$ cat src/rtl/fp16_pkg.sv
// Shared binary16 field widths, constants, unpacked-operand type and helpers.
// Latency: none (types and pure functions only).
// Backpressure: not applicable.
package fp16_pkg;

  localparam int EXP_W  = 5;
  localparam int FRAC_W = 10;
  localparam int BIAS   = 15;

  localparam logic [15:0] FP16_ONE     = 16'h3C00;
  localparam logic [15:0] FP16_NEG_ONE = 16'hBC00;
  localparam logic [15:0] FP16_QNAN    = 16'h7E00;
  localparam logic [15:0] FP16_PINF    = 16'h7C00;

  // Operand split into fields; mant carries the hidden bit (zero when flushed).
  typedef struct packed {
    logic              sign;
    logic [EXP_W-1:0]  exp;
    logic [FRAC_W:0]   mant;
    logic              is_zero;
    logic              is_inf;
    logic              is_nan;
  } fp16_unpacked_t;

  // Subnormals are flushed to signed zero here, so downstream never sees them.
  function automatic fp16_unpacked_t fp16_unpack(input logic [15:0] x);
    fp16_unpacked_t u;
    u.sign    = x[15];
    u.exp     = x[14:10];
    u.is_zero = (x[14:10] == 5'd0);
    u.is_inf  = (x[14:10] == 5'h1F) && (x[9:0] == 10'd0);
    u.is_nan  = (x[14:10] == 5'h1F) && (x[9:0] != 10'd0);
    u.mant    = u.is_zero ? 11'd0 : {1'b1, x[9:0]};
    return u;
  endfunction

  // Leading-zero count of a 14-bit magnitude; returns 14 for an all-zero input.
  function automatic logic [3:0] lzc14(input logic [13:0] v);
    logic [3:0] n;
    logic       found;
    n     = 4'd0;
    found = 1'b0;
    for (int i = 13; i >= 0; i--) begin
      if (!found) begin
        if (v[i]) found = 1'b1;
        else      n = n + 4'd1;
      end
    end
    return n;
  endfunction

endpackage

$ cat src/rtl/fp16_round_pack.sv
// Rounds a {1.frac, guard, round, sticky} mantissa and packs binary16 with over/underflow.
// Latency: combinational. Backpressure: none.
// Rounding: FP16_RNE_EN defined gives ties-to-even, otherwise truncation toward zero.
module fp16_round_pack
  import fp16_pkg::*;
(
  input  logic              sign,
  input  logic signed [9:0] exp,
  input  logic [13:0]       mant,
  output logic [15:0]       res
);

  logic              round_up;
  logic [11:0]       rounded;
  logic [9:0]        frac;
  logic signed [9:0] exp_r;

  // Round the 11-bit significand, renormalize on carry-out, then clamp the exponent.
  always_comb begin
    round_up = 1'b0;
`ifdef FP16_RNE_EN
    round_up = mant[2] & (mant[1] | mant[0] | mant[3]);
`endif
    rounded = {1'b0, mant[13:3]} + {11'd0, round_up};
    if (rounded[11]) begin
      frac  = rounded[10:1];
      exp_r = exp + 10'sd1;
    end else begin
      frac  = rounded[9:0];
      exp_r = exp;
    end
    if (!mant[13])
      res = {sign, 15'd0};
    else if (exp_r >= 10'sd31)
      res = {sign, FP16_PINF[14:0]};
    else if (exp_r <= 10'sd0)
      res = {sign, 15'd0};
    else
      res = {sign, exp_r[4:0], frac};
  end

endmodule

$ cat src/rtl/fp16_arith.sv
// Binary16 add/multiply with one registered result; FTZ inputs, shared round/pack stage.
// Latency: 1 cycle, one op per cycle. Backpressure: none, valid pulses once per en.
// Rounding selected by FP16_RNE_EN (ties-to-even when defined, truncate otherwise).
module fp16_arith
  import fp16_pkg::*;
#(
  parameter int W = 16
) (
  input  logic         clk,
  input  logic         reset,
  input  logic         en,
  input  logic         op,
  input  logic [W-1:0] a,
  input  logic [W-1:0] b,
  output logic [W-1:0] result,
  output logic         valid
);

  fp16_unpacked_t    ua, ub, big, sml;
  logic [21:0]       prod;
  logic signed [9:0] mul_exp, add_exp, rp_exp;
  logic [13:0]       mul_mant, add_mant, rp_mant;
  logic [13:0]       big_ext, small_ext;
  logic [27:0]       shifted;
  logic [4:0]        diff;
  logic [14:0]       sum;
  logic [3:0]        lz;
  logic              add_sign, rp_sign;
  logic [15:0]       rp_res, calc;

  assign ua = fp16_unpack(a);
  assign ub = fp16_unpack(b);

  // Multiply path: 11x11 product, at most one normalizing shift, GRS from the low bits.
  always_comb begin
    prod     = 22'(ua.mant) * 22'(ub.mant);
    mul_exp  = $signed({5'd0, ua.exp}) + $signed({5'd0, ub.exp}) - 10'sd15
             + (prod[21] ? 10'sd1 : 10'sd0);
    mul_mant = prod[21] ? {prod[21:9], |prod[8:0]} : {prod[20:8], |prod[7:0]};
  end

  // Add path: order by magnitude, align with sticky, add/subtract, normalize by LZC.
  always_comb begin
    if ({ua.exp, ua.mant} >= {ub.exp, ub.mant}) begin
      big = ua;
      sml = ub;
    end else begin
      big = ub;
      sml = ua;
    end
    diff    = big.exp - sml.exp;
    big_ext = {big.mant, 3'b000};
    shifted = {sml.mant, 3'b000, 14'd0} >> diff;
    // Past 13 places the whole small operand lands below the sticky position.
    if (sml.is_zero)
      small_ext = 14'd0;
    else if (diff > 5'd13)
      small_ext = 14'd1;
    else
      small_ext = shifted[27:14] | {13'd0, |shifted[13:0]};
    if (ua.sign ^ ub.sign)
      sum = {1'b0, big_ext} - {1'b0, small_ext};
    else
      sum = {1'b0, big_ext} + {1'b0, small_ext};
    lz = lzc14(sum[13:0]);
    if (sum[14]) begin
      add_mant = {sum[14:2], sum[1] | sum[0]};
      add_exp  = $signed({5'd0, big.exp}) + 10'sd1;
    end else begin
      add_mant = sum[13:0] << lz;
      add_exp  = $signed({5'd0, big.exp}) - $signed({6'd0, lz});
    end
    // An exact zero sum is +0 unless both operands were -0.
    add_sign = (sum == 15'd0) ? (ua.sign & ub.sign) : big.sign;
  end

  // Select the finite path feeding the shared round/pack stage.
  always_comb begin
    rp_sign = op ? (ua.sign ^ ub.sign) : add_sign;
    rp_exp  = op ? mul_exp : add_exp;
    rp_mant = op ? mul_mant : add_mant;
  end

  fp16_round_pack u_round_pack (
    .sign (rp_sign),
    .exp  (rp_exp),
    .mant (rp_mant),
    .res  (rp_res)
  );

  // NaN and infinity handling overrides the finite datapath.
  always_comb begin
    calc = rp_res;
    if (ua.is_nan || ub.is_nan) begin
      calc = FP16_QNAN;
    end else if (op) begin
      if ((ua.is_inf && ub.is_zero) || (ub.is_inf && ua.is_zero))
        calc = FP16_QNAN;
      else if (ua.is_inf || ub.is_inf)
        calc = {ua.sign ^ ub.sign, FP16_PINF[14:0]};
    end else begin
      if (ua.is_inf && ub.is_inf && (ua.sign != ub.sign))
        calc = FP16_QNAN;
      else if (ua.is_inf)
        calc = {ua.sign, FP16_PINF[14:0]};
      else if (ub.is_inf)
        calc = {ub.sign, FP16_PINF[14:0]};
    end
  end

  // Output register: reset wins over en; result holds when idle.
  always_ff @(posedge clk) begin
    if (reset) begin
      result <= '0;
      valid  <= 1'b0;
    end else begin
      valid <= en;
      if (en) result <= calc;
    end
  end

endmodule

$ cat config.mk
export PLATFORM = sky130hd
export DESIGN_NAME = fp16_arith
export DESIGN_NICKNAME = d
export VERILOG_FILES = /design/src/rtl/fp16_pkg.sv /design/src/rtl/fp16_round_pack.sv /design/src/rtl/fp16_arith.sv
export SDC_FILE = /design/constraint.sdc
export NUM_CORES = 1
export LEC_CHECK = 0
export ABC_AREA = 1
export CAP_MARGIN = 20
export CORE_MARGIN = 4
export CORE_UTILIZATION = 69
export DETAILED_ROUTE_END_ITERATION = 10
export GPL_TIMING_DRIVEN = 0
export HOLD_SLACK_MARGIN = 0.03
export PLACE_DENSITY = 0.9
export SYNTH_ARGS = -nofsm -noshare
export SYNTH_HDL_FRONTEND = slang
export SYNTH_SLANG_ARGS = --single-unit
$ cat constraint.sdc
create_clock -name clk -period 39.4 [get_ports clk]
set_input_delay 7.88 -clock clk [delete_from_list [all_inputs] [get_ports clk]]
set_output_delay 7.88 -clock clk [all_outputs]
set_load 0.05 [all_outputs]
==> results.json, run 1 <==
{
  "synth_edf_count": 0,
  "setup_viol": 0,
  "min_path_type": "flip-flop to flip-flop",
  "place_hpwl_mm": 25.6,
  "maxCapViolCount": 0,
  "status": "finished clean",
  "yosysSeqAreaShare_pct": 3.33,
  "drcViolationCount": 0,
  "overflow": 0,
  "fin_tns_setup_ns": 0,
  "power.total_mw": 0.635,
  "syn2layout_area_growth_pct": 8.01,
  "io_pins": 53,
  "fillers": 1195,
  "dieHeight_um": 130,
  "hold_viol": 0,
  "synth_top_family_by_area": "simple AND/OR/NAND/NOR gates",
  "syn_avg_cell_area_um2": 6.16,
  "fmax_mhz": 42.8,
  "htree_levels": 1,
  "ys.flop_type": "dfxtp_1",
  "initial_core_util_pct": 70.4,
  "diodes": 0,
  "tritoncts": "built",
  "worst_slew_pin_slew_ns": 0.871,
  "max_stage_delay_ns": 0.51,
  "clk_pin_slew_ns": 0.05,
  "drt_pass1_iterations": 5,
  "muxShareOfSynthArea_pct": 0.0979,
  "synth_adder_area_share_pct": 32.6,
  "setup.reg_to_reg.worst_slack_ns": 38.64,
  "grt_max_degree": 12,
  "die-area_um2": 16800,
  "timing.final.ws_setup_ns": 16.04,
  "seqCellArea_um2": 340,
  "final-instance-count-excl-fill": 1899,
  "critPathSlowestCell": "clkdlybuf4s50_1",
  "syn_nets": 1913,
  "min_period_ns": 23.36,
  "final_max_slew_viol_count": 0,
  "synthSimpleGateAreaFrac_pct": 37.0,
  "root_buffer": "clkbuf_16",
  "finalInstanceArea_um2": 11000,
  "yosysUniqueCellTypes": 56,
  "cp-end-kind": "flip-flop",
  "fin_nets": 1969,
  "synthCells": 1660,
  "cts_setup_buffers": 0,
  "coreArea_um2": 14500,
  "path_class": "primary input to flip-flop",
  "r2r-start": "result[5]$_SDFFE_PP0P_",
  "finalWirelength_mm": 30.3,
  "worst-path-max-fanout": 10,
  "drtIter0Drc": 901,
  "holdBufCountCts": 0,
  "mostFrequentLayoutCell": "nand2_1",
  "drive_above_1_share_pct": 5.31,
  "syn_area_um2": 10200,
  "ctsResizeCount": 0,
  "grt_pass1_wl_mm": 50.1,
  "cts.sinks": 17,
  "placed_cells": 1895,
  "port_buffers": 51,
  "cts_buffer_depth": 2,
  "synthXorXnorAreaFrac_pct": 3.24,
  "antenna_found_initial": 0,
  "grt_use_total_pct": 36.4,
  "dr_total_vias": 11200,
  "finalWeightedCongestion": 1.05,
  "startpoint": "b[12]",
  "multiInputGateArea_um2": 8610,
  "power.density_nw_per_um2": 57.5,
  "worst_slew_margin_rel_pct": 41.3,
  "arrival_ns": 23.53,
  "wl_per_cell_um": 15.9,
  "clk_latency_ns": 0.24,
  "peakVddDrop_v": 0.000135,
  "r2r-end": "result[5]$_SDFFE_PP0P_",
  "skew_ns": 0,
  "crit_top_cell": "nand2_1",
  "core.rowCount": 44,
  "die_x_um": 130,
  "cellLeakagePower_nw": 6.14,
  "dpl_cell_area_um2": 11000,
  "yosysWarnings": 0,
  "ant_nets": 0,
  "drt-vias-per-instance": 5.87,
  "first_global_vias": 10800,
  "place_ws_ns": 16.38,
  "ys_ff_latch": 17,
  "crit_end": "result[0]$_SDFFE_PP0P_",
  "synth_compound_area_share_pct": 11.3,
  "holdWs_ns": 0.478,
  "r2r_cells": 4,
  "utilization_pct": 76.0,
  "cp.required_ns": 39.58,
  "async_reset_ff_share_pct": 0,
  "rsz0062_at_grt": "no",
  "cts_buffers": 3,
  "final_cell_mix": "435 x nand2_1, 264 x inv_1, 163 x nor2_1",
  "start_kind": "primary input",
  "final.period_utilization_pct": 59.3
}
-- cells by family (layout without fill, tap and decap cells) --
kind of cell             Yosys count  in the layout
AND/OR/NAND/NOR                  853            853
adder cells (fa/ha/maj)          217            217
flip-flops                        17             17
XOR/XNOR                          37             37
multiplexers                       1              1
buffers and inverters            328            383
AO/OA/AOI/OAI                    207            207
-- report_power, final --
part | leakage (nW) | internal [mW] | switching (mW)
registers | 0.140 | 0.0230 | 0.00293
logic | 5.97 | 0.215 | 0.374
clock network | 0.0382 | 0.0137 | 0.00618
total | 6.14 | 0.251 | 0.383
-- worst min path at each step --
stage | start | end | slack (ns) | cells past startpoint
2_1_floorplan | result[15]$_SDFFE_PP0P_ | result[15]$_SDFFE_PP0P_ | 0.68 | 2
3_3_place_gp | result[15]$_SDFFE_PP0P_ | result[15]$_SDFFE_PP0P_ | 0.46 | 2
3_5_place_dp | result[15]$_SDFFE_PP0P_ | result[15]$_SDFFE_PP0P_ | 0.46 | 2
4_1_cts | result[15]$_SDFFE_PP0P_ | result[15]$_SDFFE_PP0P_ | 0.47 | 2
5_1_grt | result[15]$_SDFFE_PP0P_ | result[15]$_SDFFE_PP0P_ | 0.50 | 2
6_report | result[15]$_SDFFE_PP0P_ | result[15]$_SDFFE_PP0P_ | 0.48 | 2
-- cells in the mapped netlist, types with 3 or more instances --
cell type	n	share of area (%)
nor3_1	15	0.73
o21a_1	3	0.22
nor4_1	9	0.55
nand2_2	22	1.3
xor2_1	20	1.7
clkinv_1	4	0.15
nand2_4	5	0.55
o211ai_1	5	0.37
clkbuf_1	22	0.81
nor2_1	163	6.0
nand3_2	7	0.69
nand3b_1	9	0.66
a21o_1	5	0.37
xnor2_1	16	1.4
buf_6	4	0.44
inv_2	20	0.73
nor2_8	4	0.78
a21oi_1	71	3.5
ha_1	135	17
inv_1	264	9.7
o21bai_1	5	0.37
o21ai_1	23	1.1
o21ai_0	75	3.7
buf_2	7	0.34
or2_0	4	0.24
or2_2	3	0.18
nand4_1	15	0.92
nand2_1	435	16
a21oi_2	5	0.43
dfxtp_1	17	3.3
buf_1	4	0.15
fa_1	82	16
nand3_1	153	7.5
-- worst max-delay path, delay by kind of cell --
| family | cells | cell delay [ns] |
|---|---|---|
| AO/OA/AOI/OAI | 15 | 2.66 |
| AND/OR/NAND/NOR | 54 | 6.51 |
| adder cells (fa/ha/maj) | 11 | 3.25 |
| buffers and inverters | 21 | 3.21 |
-- per-layer routing --
metal	vias to the layer above	routed length [µm]	GRT usage, %
met5	-	0	0
met4	0	1430	15.0
met3	122	2540	5.98
met2	537	14400	62.7
met1	5103	11900	45.4
li1	5391	-	-
-- registers in the layout, summed over array words and instances, names as in the netlist --
| register | cells |
|---|---|
| valid | 1 |
| result | 16 |
-- layout make-up --
cell class,instances,share of cell area (%)
Buffer,38,1.68
Inverter,290,9.89
Sequential cell,17,3.08
Multi-Input combinational cell,1315,77.9
Clock buffer,4,0.714
Timing Repair Buffer,51,4.62
Tap cell,184,2.08
No activity file was read; power rests on OpenSTA's default activity.
==> inputs of run 2 (changes only) <==
--- a/config.mk
+++ b/config.mk
@@ -8,11 +8,11 @@
 export ABC_AREA = 1
 export CAP_MARGIN = 20
 export CORE_MARGIN = 4
-export CORE_UTILIZATION = 69
+export CORE_UTILIZATION = 58
 export DETAILED_ROUTE_END_ITERATION = 10
 export GPL_TIMING_DRIVEN = 0
 export HOLD_SLACK_MARGIN = 0.03
-export PLACE_DENSITY = 0.9
+export PLACE_DENSITY = 0.8
 export SYNTH_ARGS = -nofsm -noshare
 export SYNTH_HDL_FRONTEND = slang
 export SYNTH_SLANG_ARGS = --single-unit
==> constraint.sdc (replaced) <==
create_clock -name clk -period 19.5 [get_ports clk]
set_input_delay 3.9 -clock clk [delete_from_list [all_inputs] [get_ports clk]]
set_output_delay 3.9 -clock clk [all_outputs]
set_load 0.05 [all_outputs]
==> run 2 against run 1 <==
  * Flip-flop and latch count did not move
  * Sequential share of layout area is 0.055 points lower
  * Via count shrank 1.4%
  * Combinational power up 100%
  * Critical path depth down 2
  * Utilization decreased by 11 points
  * Non-clock buffer count rose by 10
  * Setup slack worse by 15 ns
  * Critical endpoint is now result[6]$_SDFFE_PP0P_
  * Highest routed layer unchanged
==> results.json, run 2 (same netlist as run 1, synthesis figures left out) <==
{
  "final_max_slew_viol_count": 0,
  "critPathSlowestCell": "clkdlybuf4s50_1",
  "holdBufCountCts": 0,
  "dr_total_vias": 11000,
  "worst_slew_pin_slew_ns": 0.931,
  "fmax_mhz": 54.1,
  "wl_per_cell_um": 15.7,
  "hold_viol": 0,
  "overflow": 0,
  "port_buffers": 51,
  "min_from": "result[15]$_SDFFE_PP0P_",
  "worst-path-max-fanout": 11,
  "final.period_utilization_pct": 94.8,
  "min_period_ns": 18.49,
  "ant_nets": 0,
  "cp-end-kind": "flip-flop",
  "skew_ns": 0,
  "clk_pin_slew_ns": 0.05,
  "power_switching_mw": 0.767,
  "status": "finished clean",
  "startpoint": "a[12]",
  "cts_buffers": 3,
  "cts.sinks": 17,
  "core.rowCount": 48,
  "min_path_type": "flip-flop to flip-flop",
  "max_stage_delay_ns": 0.58,
  "coreArea_um2": 17300,
  "place_ws_ns": -0.348,
  "fillers": 1667,
  "power.density_nw_per_um2": 113,
  "initial_core_util_pct": 59.1,
  "cts_buffer_depth": 2,
  "setup.reg_to_reg.worst_slack_ns": 18.81,
  "grt_max_degree": 12,
  "whs_path_depth": 2,
  "finalWirelength_mm": 30.6,
  "htree_levels": 1,
  "maxCapViolCount": 0,
  "grt_use_total_pct": 31.1,
  "top_regs": "result (16), valid (1)",
  "clk_latency_ns": 0.25,
  "hold_end": "result[15]$_SDFFE_PP0P_",
  "path_class": "primary input to flip-flop",
  "dpl_cell_area_um2": 11000,
  "finalInstanceArea_um2": 11200,
  "first_global_vias": 10600,
  "syn2layout_area_growth_pct": 9.96,
  "worst_slew_margin_rel_pct": 37.4,
  "peakVddDrop_v": 0.000264,
  "met2_usage_pct": 52.2,
  "finalWeightedCongestion": 0.973,
  "antenna_found_initial": 0,
  "p_sw_share_pct": 60.1,
  "final_cell_mix": "430 x nand2_1, 260 x inv_1, 163 x nor2_1",
  "diodes": 0,
  "drt-vias-per-instance": 5.64,
  "mostFrequentLayoutCell": "nand2_1",
  "globalRouteMet1Util_pct": 42.9,
  "largest_register_ffs": 16,
  "timing.final.ws_setup_ns": 1.01,
  "clkPwrFrac_pct": 3.3,
  "drive_above_1_share_pct": 7.13,
  "seqPwrFrac_pct": 4.1,
  "r2r-start": "result[4]$_SDFFE_PP0P_",
  "crit_top_cell": "nand2_1",
  "dieHeight_um": 141,
  "fin_tns_setup_ns": 0,
  "fin_nets": 1979,
  "cp.required_ns": 19.62,
  "root_buffer": "clkbuf_16",
  "p_comb_share_pct": 92.6,
  "rsz0062_at_grt": "no",
  "tritoncts": "built",
  "top_register": "result",
  "grt_pass1_wl_mm": 51.3,
  "internal-power_mw": 0.509,
  "met3_usage_pct": 3.53,
  "die_x_um": 141,
  "start_kind": "primary input",
  "grt-busiest-layer": "met2",
  "arrival_ns": 18.61,
  "setup_viol": 0,
  "drcViolationCount": 0,
  "r2r-end": "result[4]$_SDFFE_PP0P_",
  "drtIter0Drc": 1000,
  "io_pins": 53,
  "final-instance-count-excl-fill": 1950,
  "placed_cells": 1936,
  "die-area_um2": 19800,
  "place_hpwl_mm": 25.9,
  "drt_pass1_iterations": 6,
  "cellLeakagePower_nw": 6.21,
  "r2r_cells": 4
}
run 2: cell count changes in the layout (fill, tap and decap cells not counted), sizes merged:
cell / change
clkdlybuf4s50: -1
buf: +11
clkinvlp: +4
inv: -2
clkinv: -2
clkbuf: -1
dlymetal6s2s: +1
run 2: area by class of cell:
class	instances	area, µm²	share of cell area [%]
Timing Repair Buffer	62	596	5.30
Sequential cell	17	340	3.03
Tap cell	225	282	2.50
Multi-Input combinational cell	1315	8650	76.9
Inverter	290	1110	9.91
Clock buffer	4	78.8	0.701
Buffer	37	186	1.66
run 2: critical path: cells and delay by family:
family	cells	cell delay, ns
compound gates	18	3.20
xor+xnor	1	0.14
fa+ha+maj	12	3.50
buf+inv	20	3.11
simple gates	48	4.77
run 2: worst max-delay path by stage:
stage / end / cells past startpoint
3_5_place_dp: result[5]$_SDFFE_PP0P_ / 102
3_3_place_gp: result[5]$_SDFFE_PP0P_ / 102
4_1_cts: result[6]$_SDFFE_PP0P_ / 100
5_1_grt: result[0]$_SDFFE_PP0P_ / 100
2_1_floorplan: result[1]$_SDFFE_PP0P_ / 99
6_report: result[6]$_SDFFE_PP0P_ / 99
run 2: per-layer routing:
metal	wire length (µm)	share of wire, %
met5	0	0
met3	2190	7.1
met4	798	2.6
met1	13500	44
met2	14100	46
run 2: metrics by stage:
| step | total power [mW] | util (%) | hold slack [ns] |
|---|---|---|---|
| after floorplan | 0.940 | - | 0.679 |
| after global placement | 1.19 | 63.7 | 0.457 |
| after global routing | 1.44 | 65.0 | 0.509 |
| after detailed placement | 1.21 | 63.7 | 0.460 |
| final | 1.28 | 65.0 | 0.474 |
| after CTS | 1.26 | 64.2 | 0.471 |
run 2: repair_timing:
| item | 4_1_cts | 5_1_grt |
|---|---|---|
| setup buffers | 0 | 11 |
| pin swaps | 0 | 1 |
| gates resized for setup | 3 | 31 |
| setup endpoints to repair | 9 | 15 |
run 2: power groups by stage:
stage	clock [mW]	sequential (mW)	combinational, mW
final	0.0418	0.0524	1.18
after global routing	0.0434	0.0537	1.34
after CTS	0.0416	0.0523	1.17
after detailed placement	0	0.0530	1.16
after global placement	0	0.0524	1.13
after floorplan	0	0.0922	0.848
